--- src/rtl/arith_pkg.sv ---
// arith_pkg: shared state type, default width and shift-amount classifier for the arithmetic unit
package arith_pkg;
  localparam int DEF_BITS = 32;
  typedef enum logic [1:0] {IDLE, SHIFT, DONE} shift_state_t;
  function automatic logic [2:0] classify_shift(input longint n, input int bits);
    return {n < 0, n == 0, n >= longint'(bits)};
  endfunction
endpackage

--- src/rtl/przesuniecie_lewo_seq.sv ---
// przesuniecie_lewo_seq: bit-serial arithmetic left shift by n = ~i_arg_B with error/overflow flags
module przesuniecie_lewo_seq
  import arith_pkg::*;
#(
  parameter int BITS = DEF_BITS
) (
  input  logic            i_clk,
  input  logic            i_rst_n,
  input  logic            i_start,
  input  logic [BITS-1:0] i_arg_A,
  input  logic [BITS-1:0] i_arg_B,
  output logic [BITS-1:0] o_result,
  output logic            o_error,
  output logic            o_overflow,
  output logic            o_busy,
  output logic            o_done
);
  localparam int CW = $clog2(BITS);
  shift_state_t state, state_nx;
  logic [BITS-1:0] sreg;
  logic [CW-1:0] cnt;
  logic sign0, err, ovf, accept;
  logic signed [BITS-1:0] n;
  logic [2:0] cls;
  assign n = ~i_arg_B;
  assign cls = classify_shift(longint'(n), BITS);
  assign accept = state == IDLE && i_start;
  assign o_result = sreg;
  assign o_error = err;
  assign o_overflow = ovf;
  assign o_busy = state != IDLE;
  assign o_done = state == DONE;
  always_comb begin
    state_nx = state == IDLE  ? (i_start ? (|cls ? DONE : SHIFT) : IDLE) :
               state == SHIFT ? (cnt == CW'(1) ? DONE : SHIFT) : IDLE;
  end
  always_ff @(posedge i_clk) begin
    if (!i_rst_n) begin
      state <= IDLE;
      sreg  <= '0;
      cnt   <= '0;
      sign0 <= 1'b0;
      err   <= 1'b0;
      ovf   <= 1'b0;
    end else begin
      state <= state_nx;
      if (accept) begin
        sign0 <= i_arg_A[BITS-1];
        err   <= cls[2];
        ovf   <= cls[0] && |i_arg_A;
        sreg  <= (cls[2] || cls[0]) ? '0 : i_arg_A;
        cnt   <= n[CW-1:0];
      end else if (state == SHIFT) begin
        // the outgoing MSB and the incoming sign bit must both match the original sign
        sreg <= {sreg[BITS-2:0], 1'b0};
        ovf  <= ovf || sreg[BITS-1] != sign0 || sreg[BITS-2] != sign0;
        cnt  <= cnt - CW'(1);
      end
    end
  end
endmodule

--- config.mk ---
export PLATFORM = sky130hd
export DESIGN_NAME = przesuniecie_lewo_seq
export DESIGN_NICKNAME = d
export VERILOG_FILES = /design/src/rtl/arith_pkg.sv /design/src/rtl/przesuniecie_lewo_seq.sv
export SDC_FILE = /design/constraint.sdc
export NUM_CORES = 1
export LEC_CHECK = 0
export ABC_AREA = 1
export CORE_ASPECT_RATIO = 1.75
export CORE_MARGIN = 2
export CORE_UTILIZATION = 30
export CTS_CLUSTER_DIAMETER = 60
export DETAILED_ROUTE_END_ITERATION = 6
export PLACE_DENSITY = 0.7
export SYNTH_ARGS = -nofsm -noshare
export SYNTH_HDL_FRONTEND = slang
export SYNTH_SLANG_ARGS = --single-unit
--- constraint.sdc ---
create_clock -name i_clk -period 2.57 [get_ports i_clk]
set_clock_uncertainty 0.15 [all_clocks]
set_input_delay 0.3855 -clock i_clk [delete_from_list [all_inputs] [get_ports i_clk]]
set_output_delay 0.3855 -clock i_clk [all_outputs]
set_load 0.05 [all_outputs]
# ---- Yosys cells after proc, flatten, opt, wreduce, memory -nomap -nowiden
# Index checks and enable logic that the tools add are counted.
dict set report op_classes {
  n_addsub 1
  bitwise 1
  order_cmp 2
  n_reduce_logical 11
  muxes 12
  n_eq_ne 5
}
# cell count
set ops {}
lappend ops {{$mux 32} 3}
lappend ops {{$logic_not 64->1} 1}
lappend ops {{$ge 32x7->1 const B} 1}
lappend ops {{$lt 32x1->1 const B} 1}
lappend ops {{$not 32->32} 1}
lappend ops {{$reduce_or 32->1} 1}
lappend ops {{$mux 2} 5}
lappend ops {{$mux 5} 2}
lappend ops {{$eq 5x1->1 const B} 1}
lappend ops {{$sub 5x1->5 const B} 1}
lappend ops {{$reduce_bool 2->1} 2}
lappend ops {{$logic_or 1x1->1} 3}
lappend ops {{$reduce_or 3->1} 1}
lappend ops {{$eq 2x1->1 const B} 1}
lappend ops {{$eq 2x2->1 const B} 1}
lappend ops {{$logic_and 1x1->1} 2}
lappend ops {{$logic_not 2->1} 1}
lappend ops {{$mux 1} 2}
lappend ops {{$ne 1x1->1} 2}
dict set report totals {
  reg_bits 42
  out_inout_bits 36
}

# ---- Longest topological paths before layout
# Gate-level depths: netlist of the first run.
dict set report logic_depth {
  ltp_word 6
  depth_mapped 9
}

# ---- Worst setup path before layout of the first run
# No wires, ideal clock.
dict set report synth_timing {
  path_kind {flip-flop to output port}
  start {register state[1]}
  end {output port o_done}
  setup_slack_ps 1033
  required_time_ps 2034
  arrival_ps 1001
  path_buffers 0
  stages_incl_launch_ff 3
  cell_sequence {dfxtp_1 inv_2 nor2_1}
}
dict set report synth_between {
  elab_chain_len 1
}
# element line
set synth_rtl {}
lappend synth_rtl {{from (decl)} przesuniecie_lewo_seq.sv:19} ;# shift_state_t state, state_nx;
lappend synth_rtl {{from (signal assigned)} przesuniecie_lewo_seq.sv:46} ;# state <= state_nx;
lappend synth_rtl {{$eq 2x2->1} przesuniecie_lewo_seq.sv:32} ;# assign o_done = state == DONE;
lappend synth_rtl {{to (decl)} przesuniecie_lewo_seq.sv:16} ;# output logic o_done
# Every way passes these cells.

# ---- Final worst setup path of the first run
dict set report layout_timing {
  start {register state[0]}
  end {output port o_busy}
}
dict set report layout_between {
  elab_chain_len 1
}
# element line
set layout_rtl {}
lappend layout_rtl {{$reduce_bool 2->1} przesuniecie_lewo_seq.sv:31} ;# assign o_busy = state != IDLE;
lappend layout_rtl {{to (decl)} przesuniecie_lewo_seq.sv:15} ;# output logic o_busy,
# Every way passes these cells.

==> flow_metrics.tcl, run 1 <==
set metrics [dict create \
    setup_viol 0 \
    dieArea_um2 8990 \
    use_met1_pct 16.2 \
    ys_ff_latch 42 \
    static-leakage-power_nw 1.61 \
    yosys.area_share.xor_xnor_pct 0.710 \
    p_total_mw 1.91 \
    path_class "reg2out" \
    yosys_most_used_dff "dfxtp_1" \
    powerDensity_nw_per_um2 517 \
    grt_antenna_before_repair 0 \
    n_fill_cell 785 \
    seq_area_frac_synth_pct 34.1 \
    overflow 0 \
    core_um2 7960 \
    gr-usage-met2_pct 31.4 \
    synth_area_um2 2470 \
    cts_sinks 42 \
    async_flop_share_pct 0 \
    pin_count 103 \
    reg2reg_from "state[0]" \
    grt_max_degree 40 \
    cts_setup_buffers 0 \
    antenna_left 0 \
    num-nets-final 518 \
    maxCapViolations 0 \
    cts_made_buffers 5 \
    finalHoldViolCount 0 \
    cts_tree "yes" \
    num_rows 43 \
    first_global_vias 2580 \
    fmax_ghz 0.473 \
    drtIter0Drc 131 \
    cp-end-kind "primary output" \
    synth-compound-area-share_pct 27.5 \
    drc_errors 0 \
    cts_hold_buf 0 \
    grt_use_met3_pct 3.56 \
    cts_root_buffer "clkbuf_16" \
    syn2layout_area_growth_pct 50.1 \
    vias_per_cell 4.82 \
    hold_class "reg2reg" \
    cp.arrival_ns 1.58 \
    synth.area.mux_share_pct 0 \
    initial_core_util_pct 31.0 \
    clk-insertion-delay-late_ns 0.28 \
    drt_pass1_iterations 4 \
    htree_levels 2 \
    yosys_warnings 0 \
    grt_pass1_wl_um 11600 \
    vdd_ir_drop_max_mv 0.292 \
    via_count 2603 \
    yosys.area.top_type "dfxtp_1" \
    cts_max_path_buffers 2 \
    syn_inst 353 \
    syn_nets 422 \
    io_buffers 102 \
    chipHeight_um 124 \
    tightest_slew_ns 0.655 \
    grt.total_usage_pct 16.2 \
    wl_per_cell_um 13.4 \
    synth_top_family_by_area "compound AO/OA/AOI/OAI gates" \
    startpoint "state[0]" \
    grt_busiest_layer "met2" \
    ys_top_cells_by_area "dfxtp_1, nand2_1, o21ai_0" \
    yosysTopAreaCellShare_pct 34.1 \
    drt-total-wl_um 7220 \
    gp_congestion 0.802 \
    fin_setup_tns_ns 0 \
    synth-simple-area-share_pct 23.7 \
    avgSynthCellArea_um2 6.99 \
    fin_crit_sh_pct 82.3 \
    hpwlAfterDp_um 5390 \
    min-delay-start "sign0" \
    required_ns 2.03 \
    post-route-util_pct 46.5 \
    synthDistinctLibCells 29 \
    fin_crit_ns 2.11 \
    hold_ws_ns 0.339 \
    die_w_um 72.5 \
    maxSlewViolCount 0 \
    status "complete, no violations" \
    cp-start-kind "register" \
    synth_fa_ha_area_share_pct 1.01 \
    cts.repair.resized 0 \
    synth.most_common_cell "nand2_1" \
    slew_headroom_pct 56.2 \
    synth_common_cells "nand2_1, inv_1, o21ai_0, dfxtp_1, nor2_1" \
    path_max_fanout 3 \
    final_layout_size_suffix_gt1_share_pct 10.9 \
    antenna_cells 0 \
    rsz0062_at_grt "no" \
    synth_edf_count 0 \
    clk_pin_slew_ns 0.06 \
]
[area by class of cell]
| class | instances | area, um2 | share of cell area [%] |
|---|---|---|---|
| clock buffer | 8 | 166 | 4.50 |
| inverter | 58 | 220 | 5.95 |
| multi-input combinational | 237 | 1310 | 35.3 |
| sequential | 42 | 841 | 22.7 |
| tap | 90 | 113 | 3.04 |
| timing repair buffer | 105 | 1060 | 28.5 |
[worst max-delay path, stage by stage (launching register included)]
cell	delay, ns
dfxtp_1	0.36
inv_1	0.07
nand2_1	0.06
clkdlybuf4s50_1	0.80
[layout by cell type, fill, tap and decap left out]
cell type	count
clkdlybuf4s50_1	102
nand2_1	66
inv_1	54
o21ai_0	44
dfxtp_1	42
nor2_1	30
o21a_1	24
o21ai_2	20
a21oi_1	14
nand3_1	12
clkbuf_16	5
or2_2	4
inv_2	3
nand2_2	3
a31oi_1	3
nand4_1	3
clkbuf_8	3
nor2_8	2
nor2_4	2
xnor2_1	2
ha_1	2
buf_4	2
nor2_2	1
nand3_2	1
nand3_4	1
inv_4	1
o22ai_1	1
nor3_1	1
o31ai_1	1
buf_12	1
[flip-flops by register name (all words and copies together), names as in the netlist]
register,cells
cnt,5
o_result,32
o_error,1
state,2
o_overflow,1
sign0,1
[metal layers]
metal  share of wire [%]  routed length [um]
met1                  38                2740
met3                 6.9                 498
met2                  53                3830
met5                   0                   0
met4                 2.0                 142
[where the power goes]
part | total [mW] | internal, mW | switching (mW)
Combinational | 0.491 | 0.219 | 0.272
Sequential | 0.724 | 0.692 | 0.0314
Clock | 0.698 | 0.440 | 0.258
Total | 1.91 | 1.35 | 0.561
[cell families after synthesis]
| group | count (synthesis) |
|---|---|
| AO/OA/AOI/OAI | 107 |
| XOR/XNOR | 2 |
| adder cells (fa/ha/maj) | 2 |
| buffers and inverters | 74 |
| flip-flops | 42 |
| AND/OR/NAND/NOR | 126 |
[metrics by stage]
step                      instances  worst slack (ns)  cell area, um2
after floorplan                 353              1.03            2470
after global placement          532             0.342            3530
after detailed placement        532             0.302            3530
after CTS                       540             0.445            3700
after global routing            540             0.401            3700
final                           540             0.455            3700
[worst paths after layout]
check                  to  slack (ns)  depth (start not counted)
min                 sign0        0.34                          2
min reg2reg         sign0        0.34                          2
max                o_busy        0.46                          3
max reg2reg  o_result[28]        0.87                          7
Note: power is estimated with default switching activity, not from simulation.
==> inputs of run 2 (changes only) <==
PLACE_DENSITY = 0.72   (was 0.7)
clock period = 1.78 ns   (was 2.57 ns; I/O delays follow)
==> run 2 against run 1 <==
Sequential share of layout area decreased by 0.33 points. Design area up 1.5%. Via count is 1.7% higher. Hold slack worse by 0.0036 ns. Sequential power rose by 45%. Clock-buffer cell count fell by 1. Combinational power up 49%. Global-route usage is 0.70 points higher. Routed wire length increased by 3.1%. Flip-flop and latch count stayed put.
==> flow_metrics.tcl, run 2 (same netlist as run 1, synthesis figures left out) <==
set metrics [dict create \
    maxCapViolations 0 \
    pwr-share-comb_pct 27.8 \
    status "complete, no violations" \
    cp.arrival_ns 1.68 \
    hold_class "reg2reg" \
    path_max_fanout 11 \
    clk_pin_slew_ns 0.06 \
    static-leakage-power_nw 1.75 \
    hold_ws_ns 0.335 \
    vias_per_cell 4.81 \
    grt_pass1_wl_um 11900 \
    pwr-share-seq_pct 39.7 \
    cts_max_path_buffers 2 \
    die_w_um 72.5 \
    multi_input_area_um2 1310 \
    cp-end-kind "register" \
    maxSlewViolCount 0 \
    fin_crit_sh_pct 89.7 \
    required_ns 1.86 \
    io_buffers 102 \
    post-route-util_pct 47.2 \
    cp-start-kind "primary input" \
    layout.area.seq_um2 841 \
    reg2reg_from "state[1]" \
    wl_per_cell_um 13.5 \
    antenna_left 0 \
    initial_core_util_pct 31.0 \
    dieArea_um2 8990 \
    finalHoldViolCount 0 \
    chipHeight_um 124 \
    num-nets-final 530 \
    drc_errors 0 \
    syn2layout_area_growth_pct 52.3 \
    via_count 2648 \
    drtIter0Drc 191 \
    min-delay-start "sign0" \
    clock_power_share_pct 32.5 \
    grt_max_degree 36 \
    n_fill_cell 804 \
    setup_viol 0 \
    cts_setup_buffers 0 \
    final_layout_size_suffix_gt1_share_pct 20.4 \
    grt.total_usage_pct 16.9 \
    core_um2 7960 \
    final_cell_mix "nand2_1, clkdlybuf4s50_1, inv_1, o21ai_0, buf_4" \
    num_rows 43 \
    largest_register_ff_count 32 \
    internal_power_mw 1.84 \
    overflow 0 \
    grt_antenna_before_repair 0 \
    fmax_ghz 0.626 \
    path_class "in2reg" \
    rsz0062_at_grt "no" \
    cts_hold_buf 0 \
    htree_levels 2 \
    powerDensity_nw_per_um2 702 \
    startpoint "i_arg_B[10]" \
    cts_sinks 42 \
    cts_tree "yes" \
    drt-total-wl_um 7440 \
    switching_share_pct 30.1 \
    rr_worst_depth 9 \
    p_sw_mw 0.792 \
    vdd_ir_drop_max_mv 0.392 \
    clk-insertion-delay-late_ns 0.28 \
    gp_congestion 0.871 \
    cts.repair.resized 0 \
    fin_crit_ns 1.60 \
    holdPathStages 2 \
    slew_headroom_pct 81.9 \
    cts_made_buffers 5 \
    hpwlAfterDp_um 5790 \
    tightest_slew_ns 0.271 \
    antenna_cells 0 \
    drt_pass1_iterations 4 \
    pin_count 103 \
    cts_root_buffer "clkbuf_16" \
    first_global_vias 2609 \
]
[run 2: power by group through the flow]
stage | sequential [mW] | combinational (mW) | clock, mW
CTS | 1.05 | 0.740 | 0.881
global placement | 1.06 | 0.730 | 0
global route | 1.05 | 0.793 | 0.918
floorplan | 1.22 | 0.249 | 0
finish | 1.05 | 0.734 | 0.855
detailed placement | 1.07 | 0.738 | 0
[run 2: final timing paths]
| check | to | slack (ns) |
|---|---|---|
| setup / recovery | o_result[6] | 0.18 |
| hold / removal | sign0 | 0.34 |
| setup reg to reg | o_result[15] | 0.21 |
| hold reg to reg | sign0 | 0.34 |
[run 2: through the flow]
stage                     area, um2  power, mW  worst slack (ns)  TNS [ns]  std cells
after floorplan                2470       1.47             0.362         0        353
after global placement         3620       1.79            -0.103     -2.02        544
after global routing           3750       2.77            0.0290         0        551
final                          3750       2.64             0.183         0        551
after CTS                      3750       2.67             0.173         0        551
after detailed placement       3620       1.80            -0.121     -2.69        544
[run 2: area by class of cell]
| class | count | area share, % |
|---|---|---|
| Clock buffer | 7 | 3.53 |
| Inverter | 58 | 5.86 |
| Timing Repair Buffer | 117 | 30.5 |
| Multi-Input combinational cell | 237 | 34.8 |
| Tap cell | 90 | 3.00 |
| Sequential cell | 42 | 22.4 |
[run 2: worst max-delay path, stage by stage]
cell             delay (ns)
clkdlybuf4s50_1        0.45
nand2_1                0.05
nor2_1                 0.10
nand2_1                0.09
nor2_4                 0.16
nand3_4                0.15
buf_12                 0.18
o21ai_2                0.10
nand2_1                0.06
inv_1                  0.04
[run 2: per-layer routing]
| metal | vias up | track usage, % | share of wire, % |
|---|---|---|---|
| met4 | 0 | 6.83 | 2.0 |
| met3 | 10 | 3.80 | 6.2 |
| met1 | 1209 | 17.7 | 37 |
| met2 | 81 | 31.9 | 55 |
| li1 | 1348 | - | - |
| met5 | - | 0 | 0 |
==> inputs of run 3 (changes only) <==
CORE_UTILIZATION = 39   (was 30)
GPL_ROUTABILITY_DRIVEN = 1   (was default)
PLACE_DENSITY = 0.76   (was 0.72)
==> run 3 against run 2 <==
Hold slack got worse by 0.0029 ns. Via count decreased by 1.6%. Critical path depth unchanged. Non-clock buffer count increased by 2. Highest routed layer unchanged. Flip-flop and latch count unchanged. First-iteration DRC count decreased by 55%. Power decreased by 10%. Clock-buffer cell count decreased by 1. Global-route usage increased by 2.8 points.
==> flow_metrics.tcl, run 3 (same netlist as run 1, synthesis figures left out) <==
set metrics [dict create \
    status "complete, no violations" \
    antenna_left 0 \
    largest_register_ff_count 32 \
    fin_setup_tns_ns 0 \
    setup_viol 0 \
    fmax_ghz 0.633 \
    cpMaxStageDelayCell "clkdlybuf4s50_1" \
    clk_pin_slew_ns 0.07 \
    via_count 2606 \
    initial_core_util_pct 39.9 \
    final_cell_mix "nand2_1, clkdlybuf4s50_1, inv_1, buf_4, o21ai_0" \
    n_fill_cell 585 \
    first_global_vias 2464 \
    drtIter0Drc 86 \
    grt_max_degree 36 \
    num-nets-final 532 \
    min-delay-start "cnt[1]" \
    crit_top_cell "nand2_1" \
    holdPathStages 2 \
    drc_errors 0 \
    overflow 0 \
    cp-end-kind "register" \
    hold_class "reg2reg" \
    dp_slack_ns -0.113 \
    pin_count 103 \
    rsz0062_at_grt "no" \
    final_layout_size_suffix_gt1_share_pct 21.0 \
    cts_hold_buf 0 \
    fin_crit_sh_pct 88.8 \
    vias_per_cell 4.81 \
    cts_root_buffer "clkbuf_8" \
    path_class "in2reg" \
    drt_pass1_iterations 4 \
    final_cell_area_um2 3670 \
    cts_setup_buffers 0 \
    cp-start-kind "primary input" \
    finalHoldViolCount 0 \
    p_total_mw 2.37 \
    drt-total-wl_um 6960 \
    path_max_fanout 19 \
    core_um2 6180 \
    grt_antenna_before_repair 0 \
    finalNonFillerCells 542 \
    dieArea_um2 7000 \
    cts_made_buffers 5 \
    cts.repair.resized 0 \
    maxCapViolations 0 \
    cp.arrival_ns 1.67 \
    wl_per_cell_um 12.8 \
    vdd_ir_drop_max_mv 0.633 \
    gr-usage-met2_pct 39.2 \
    tightest_slew_ns 0.292 \
    crit_path_cell_trace "clkdlybuf4s50_1 > nand2_1 > nor2_1 > nand2_1 > nor2_8 > nand3_4 > buf_12 > o21ai_2 > nand2_1 > inv_1" \
    htree_levels 2 \
    antenna_cells 0 \
    reg2reg_from "state[0]" \
    r2r_end "o_result[9]" \
    post-route-util_pct 59.4 \
    grt_use_met3_pct 4.33 \
    num_rows 38 \
    cts_sinks 42 \
    min_to "cnt[1]" \
    grt_busiest_layer "met2" \
    reg2reg_slack_ns 0.32 \
    place_inst 536 \
    clk-insertion-delay-late_ns 0.29 \
    grt.total_usage_pct 19.8 \
    grt_pass1_wl_um 10900 \
    static-leakage-power_nw 1.72 \
    rr_worst_depth 9 \
    required_ns 1.87 \
    powerDensity_nw_per_um2 646 \
    use_met1_pct 19.6 \
    gp_congestion 0.859 \
    max_stage_delay_ns 0.45 \
    cts_tree "yes" \
    hpwlAfterDp_um 5470 \
    placed_area_um2 3590 \
    die_w_um 64.1 \
    crit_family "buffers and inverters" \
    cts_max_path_buffers 2 \
    chipHeight_um 109 \
    setup_ws_ns 0.199 \
    syn2layout_area_growth_pct 48.8 \
    maxSlewViolCount 0 \
    slew_headroom_pct 80.5 \
    fin_crit_ns 1.58 \
    io_buffers 102 \
    path_buf_inv 3 \
    hold_ws_ns 0.332 \
]
==> run 3: worst register-to-register path: cells and delay by family, from the launching register on <==
kind | cells | cell delay [ns]
buffers and inverters | 5 | 0.41
and+or+nand+nor | 3 | 0.27
AOI/OAI and AO/OA | 1 | 0.16
DFF | 1 | 0.36
==> run 3: worst max-delay path by stage <==
stage	start	end	slack, ns	cells after the start
final	i_arg_B[19]	o_result[4]	0.20	10
after global routing	i_arg_B[18]	o_result[7]	0.04	10
after CTS	i_arg_B[19]	o_result[7]	0.18	10
after detailed placement	i_arg_B[19]	o_result[7]	-0.11	10
after global placement	i_arg_B[18]	o_result[3]	-0.1	10
after floorplan	state[1]	o_done	0.36	2
==> run 3: final cells by class <==
type | instances | area, um2 | share of cell area, %
flip-flops and latches | 42 | 841 | 22.9
multi-input cells | 237 | 1310 | 35.6
well taps | 80 | 100 | 2.73
clock buffers | 6 | 82.6 | 2.25
inverters | 58 | 220 | 6.00
repair buffers | 119 | 1120 | 30.5
==> run 3: metal layers <==
metal,wire length [um],vias up
met4,128,0
met1,2500,1166
met5,0,-
li1,-,1344
met3,452,7
met2,3870,89
==> run 3: where the power goes <==
group          internal [mW]  switching [mW]
Sequential             0.998          0.0439
Clock                  0.299           0.301
Combinational          0.327           0.401
